File: src/rtl/etapa_wb_regfile.sv
// Write-back stage: load filtering, write-back select, 32-entry GPR file with
// write-through read bypass, debug read port and commit counter.
module etapa_wb_regfile #(
  parameter int unsigned NBITS  = 32,
  parameter int unsigned RNBITS = 5
) (
  input  logic              i_clk,
  input  logic              i_reset,
  input  logic [NBITS-1:0]  i_PC8,
  input  logic [NBITS-1:0]  i_ALU,
  input  logic [NBITS-1:0]  i_DatoMemoria,
  input  logic [NBITS-1:0]  i_Extension,
  input  logic [RNBITS-1:0] i_RegistroDestino,
  input  logic              i_MemToReg,
  input  logic              i_RegWrite,
  input  logic [1:0]        i_TamanoFiltroL,
  input  logic              i_ZeroExtend,
  input  logic              i_LUI,
  input  logic              i_JAL,
  input  logic [RNBITS-1:0] i_RegLectura1,
  input  logic [RNBITS-1:0] i_RegLectura2,
  input  logic [RNBITS-1:0] i_RegDebug,
  output logic [NBITS-1:0]  o_DatoEscritura,
  output logic [NBITS-1:0]  o_DatoLeido1,
  output logic [NBITS-1:0]  o_DatoLeido2,
  output logic [NBITS-1:0]  o_DatoDebug,
  output logic [NBITS-1:0]  o_ContadorWB
);

  localparam int unsigned NumRegs = 2 ** RNBITS;

  logic [NBITS-1:0] gpr_q [NumRegs];
  logic [NBITS-1:0] cnt_q;
  logic [7:0]       byte_sel;
  logic [15:0]      half_sel;
  logic [NBITS-1:0] load_data;
  logic             wr_en;
  logic             unused_ext;

  // Only the low half of the immediate feeds LUI.
  assign unused_ext = ^i_Extension[NBITS-1:16];

  always_comb begin
    byte_sel = 8'h00;
    unique case (i_ALU[1:0])
      2'd0: byte_sel = i_DatoMemoria[7:0];
      2'd1: byte_sel = i_DatoMemoria[15:8];
      2'd2: byte_sel = i_DatoMemoria[23:16];
      2'd3: byte_sel = i_DatoMemoria[31:24];
      default: byte_sel = 8'h00;
    endcase
  end

  assign half_sel = i_ALU[1] ? i_DatoMemoria[31:16] : i_DatoMemoria[15:0];

  always_comb begin
    load_data = i_DatoMemoria;
    case (i_TamanoFiltroL)
      2'b00: load_data = {{(NBITS-8){byte_sel[7] & ~i_ZeroExtend}}, byte_sel};
      2'b01: load_data = {{(NBITS-16){half_sel[15] & ~i_ZeroExtend}}, half_sel};
      default: load_data = i_DatoMemoria;
    endcase
  end

  always_comb begin
    if (i_JAL) begin
      o_DatoEscritura = i_PC8;
    end else if (i_LUI) begin
      o_DatoEscritura = {i_Extension[15:0], {(NBITS-16){1'b0}}};
    end else if (i_MemToReg) begin
      o_DatoEscritura = load_data;
    end else begin
      o_DatoEscritura = i_ALU;
    end
  end

  assign wr_en = i_RegWrite && (i_RegistroDestino != '0);

  always_ff @(posedge i_clk) begin
    if (!i_reset) begin
      for (int i = 0; i < NumRegs; i++) begin
        gpr_q[i] <= '0;
      end
      cnt_q <= '0;
    end else if (wr_en) begin
      gpr_q[i_RegistroDestino] <= o_DatoEscritura;
      cnt_q                    <= cnt_q + 1'b1;
    end
  end

  // Write-through: a read of the register being committed this edge sees the new value.
  always_comb begin
    if (i_RegLectura1 == '0) begin
      o_DatoLeido1 = '0;
    end else if (wr_en && (i_RegLectura1 == i_RegistroDestino)) begin
      o_DatoLeido1 = o_DatoEscritura;
    end else begin
      o_DatoLeido1 = gpr_q[i_RegLectura1];
    end
  end

  always_comb begin
    if (i_RegLectura2 == '0) begin
      o_DatoLeido2 = '0;
    end else if (wr_en && (i_RegLectura2 == i_RegistroDestino)) begin
      o_DatoLeido2 = o_DatoEscritura;
    end else begin
      o_DatoLeido2 = gpr_q[i_RegLectura2];
    end
  end

  always_comb begin
    if (i_RegDebug == '0) begin
      o_DatoDebug = '0;
    end else if (wr_en && (i_RegDebug == i_RegistroDestino)) begin
      o_DatoDebug = o_DatoEscritura;
    end else begin
      o_DatoDebug = gpr_q[i_RegDebug];
    end
  end

  assign o_ContadorWB = cnt_q;

endmodule

File: config.mk
export PLATFORM = sky130hd
export DESIGN_NAME = etapa_wb_regfile
export DESIGN_NICKNAME = d
export VERILOG_FILES = /design/src/rtl/etapa_wb_regfile.sv
export SDC_FILE = /design/constraint.sdc
export NUM_CORES = 2
export LEC_CHECK = 0
export CAP_MARGIN = 20
export CORE_MARGIN = 5
export CORE_UTILIZATION = 39
export DETAILED_ROUTE_END_ITERATION = 7
export PLACE_DENSITY = 0.6
export SYNTH_ARGS = -nofsm -noshare
export SYNTH_HDL_FRONTEND = slang
export SYNTH_SLANG_ARGS = --single-unit
File: constraint.sdc
create_clock -name i_clk -period 5.4 [get_ports i_clk]
set_clock_uncertainty 0.15 [all_clocks]
set_input_delay 1.08 -clock i_clk [delete_from_list [all_inputs] [get_ports i_clk]]
set_output_delay 1.08 -clock i_clk [all_outputs]
set_load 0.05 [all_outputs]
==> reports/metrics.csv <==
metric,value,unit
Placer Congestion,1.00,
Initial Util,0.392,
register-to-register setup slack,2.97,ns
Placed Area,74200,sq um
sw frac,0.299,
initial DRC count,7895,
first-pass GRT wire length,395000,microns
Flop pwr share,0.422,
adder-cell area share of the yosys netlist,0.000192,
Comb pwr share,0.231,
worst min path class,reg -> reg,
Mean Syn Cell Area,12.9,sq um
Final Hold Fails,0,
Min-Delay Endpoint,o_ContadorWB[31],
commonest cells in the netlist,"1,102 x nor2_1, 1,024 x edfxtp_1, 658 x mux4_2",
# setup viols final,2,
via density per instance,6.77,
gr usage total,0.321,
CTS tree,done,
Achievable Freq,183,MHz
Pwr Total,23.1,mW
mux contribution to synthesized area,0.291,
Die X,419,microns
IO Port Bufs,300,
Post-synth EDFFs,1024,
status,"finished, violations left",
failing checks,negative setup slack,
P_sw,6.90,mW
Ys Warns,0,
register bit count reported by yosys,1056,
Bufs on Longest Clock Path,3,
CP Data Arrival Time,4.25,ns
Initial DRT Pass Iterations,6,
fill cell count,14730,
Slew @ Worst Pin,1.13,ns
cells on worst reg2reg path,6,
pwr dens,296,nW/um^2
largest net degree at the start of global routing,66,
post-synthesis cell area,65300,sq um
hold buffer count at cts,0,
Die ar.,176000,sq um
leakage,27.7,nW
Max Cap Violations,0,
Yosys top cell area share,0.471,
main combinational cell family by area after synthesis,multiplexers,
main area contributors after synthesis,"edfxtp_1 47%, mux4_2 23%, nor2_1 6.3%",
register area,31400,sq um
Synth Area in Compound Gates,0.0722,
gr ovfl total,0,
Layout area overhead,19.5,%
final period utilization,1.01,
Hold Path Depth,2,
clock root cell,clkbuf_16,
synth unique cells,69,
Detailed Place HPWL,186000,microns
Worst Path Max Fanout,13,
Vias,52332,
"Req. time, crit path",4.17,ns
Final Instance Area,78100,sq um
initial antenna violation count,16,
I/O pins,317,
Final ANT Viol Nets,0,
H-tree levels,3,
Clk pwr share,0.347,
pins over their slew limit,0,
DRT Wirelength,288000,microns
Setup CP Type,in -> out,
"count leader, synth",nor2_1,
Clock transition at path regs,0.05,ns
final setup margin,-0.0764,ns
sequential area share after synthesis,0.481,
Worst-Skew Late Latency,0.73,ns
"Core Util, Final",0.468,
number of global-route vias before repair,51588,
worst hold margin,0.335,ns
ys flop type,edfxtp_1,
row count,150,
Int Pwr,16.2,mW
crit start category,input pin,
pre-CTS setup slack,-0.0951,ns
clock net sink count,1056,
maximum vdd drop,0.000262,V
Simple-Gate Fraction of Synth Area,0.105,
remaining routing DRC violations,0,
layout cells sized above 1,0.292,
Gate Count Post-Synth,5045,
Critical Path Sink Type,primary output,
Setup crit start,i_RegDebug[4],
Crit Reg-Reg Endpoint,o_ContadorWB[27],
XOR/XNOR Fraction of Synth Area,0.00536,
Multi-input gate area,31600,sq um
WL/cell,37.2,microns
Core Region,167000,sq um
FF-to-FF Start,o_ContadorWB[7],
"area leader, netlist",edfxtp_1,
Die H,419,microns
Synth async-reset ratio,0,
min Tclk post-route,5.48,ns
"Net count, final",5566,
Slew HR,0.247,
min-delay src,o_ContadorWB[31],
CTS Buf Count,117,
power by group through the flow:
stage | clock network (mW) | registers (mW) | logic (mW)
finish | 8.00 | 9.75 | 5.34
floorplan | 0 | 9.80 | 2.90
detailed placement | 0 | 9.91 | 5.23
global placement | 0 | 9.86 | 5.21
global route | 8.38 | 9.80 | 5.46
CTS | 8.03 | 9.74 | 5.25
registers in the layout, summed over array words and instances (netlist names):
| register | flops |
|---|---|
| gpr_q | 1024 |
| o_ContadorWB | 32 |
stage by stage:
step,TNS (ns),std cells
after floorplan,0,5076
final,-0.140,7729
after detailed placement,-0.124,7493
after global routing,-0.00225,7714
after CTS,0,7714
after global placement,-0.184,7493
worst max path at each step:
stage,slack [ns],end,depth (start not counted)
2_1_floorplan,0.41,o_DatoDebug[0],8
5_1_grt,-0.002,o_DatoLeido1[6],9
3_3_place_gp,-0.11,o_DatoLeido1[14],12
4_1_cts,0.02,o_DatoDebug[6],11
3_5_place_dp,-0.1,o_DatoLeido1[14],12
6_report,-0.08,o_DatoDebug[0],10
layout make-up:
| cell class | count | share of cell area |
|---|---|---|
| clock buffers | 143 | 0.0400 |
| diodes | 15 | 0.000481 |
| well taps | 2204 | 0.0353 |
| clock inverters | 78 | 0.00817 |
| repair buffers | 761 | 0.106 |
| multi-input cells | 3426 | 0.405 |
| inverters | 46 | 0.00223 |
| flip-flops and latches | 1056 | 0.402 |
kinds of logic after synthesis:
kind of cell / Yosys count
xor+xnor: 40
mux: 1075
other cells: 1
flops: 1056
buf+inv: 594
compound gates: 639
fa+ha+maj: 1
simple gates: 1639
per-layer routing:
metal,share of wire,global-route usage,vias up
met5,0.00052,0.00528,-
met4,0.089,0.234,6
met3,0.15,0.109,1155
met2,0.44,0.482,4591
met1,0.33,0.386,26199
li1,-,-,20381
repair_timing:
action,CTS,global route
gates resized for setup,3,6
setup endpoints to repair,3,6
buffers inserted,0,0
critical path, stage by stage:
cell,delay [ns]
buf_2,0.60
buf_4,0.37
mux4_2,0.32
nor2b_1,0.14
a211oi_1,0.24
a211oi_1,0.08
a2111oi_0,0.77
buf_4,0.26
a211oi_1,0.09
buf_4,0.23
cell usage in the layout (no fill, tap or decap), types with 38 or more instances in the layout:
cell type and instances:
a22oi_1 81, nor3_1 76, nor2_1 1101, a221oi_1 52
edfxtp_1 1024, nand2b_1 38, nand2_1 162, inv_1 43
clkdlybuf4s50_1 154, clkbuf_16 119, nand2_2 62, a211oi_1 194
mux4_2 658, nor2b_1 69, mux2i_1 387, buf_12 174
a21oi_1 78, buf_4 419, o21ai_0 65
Power figures use the tool's default switching activity.
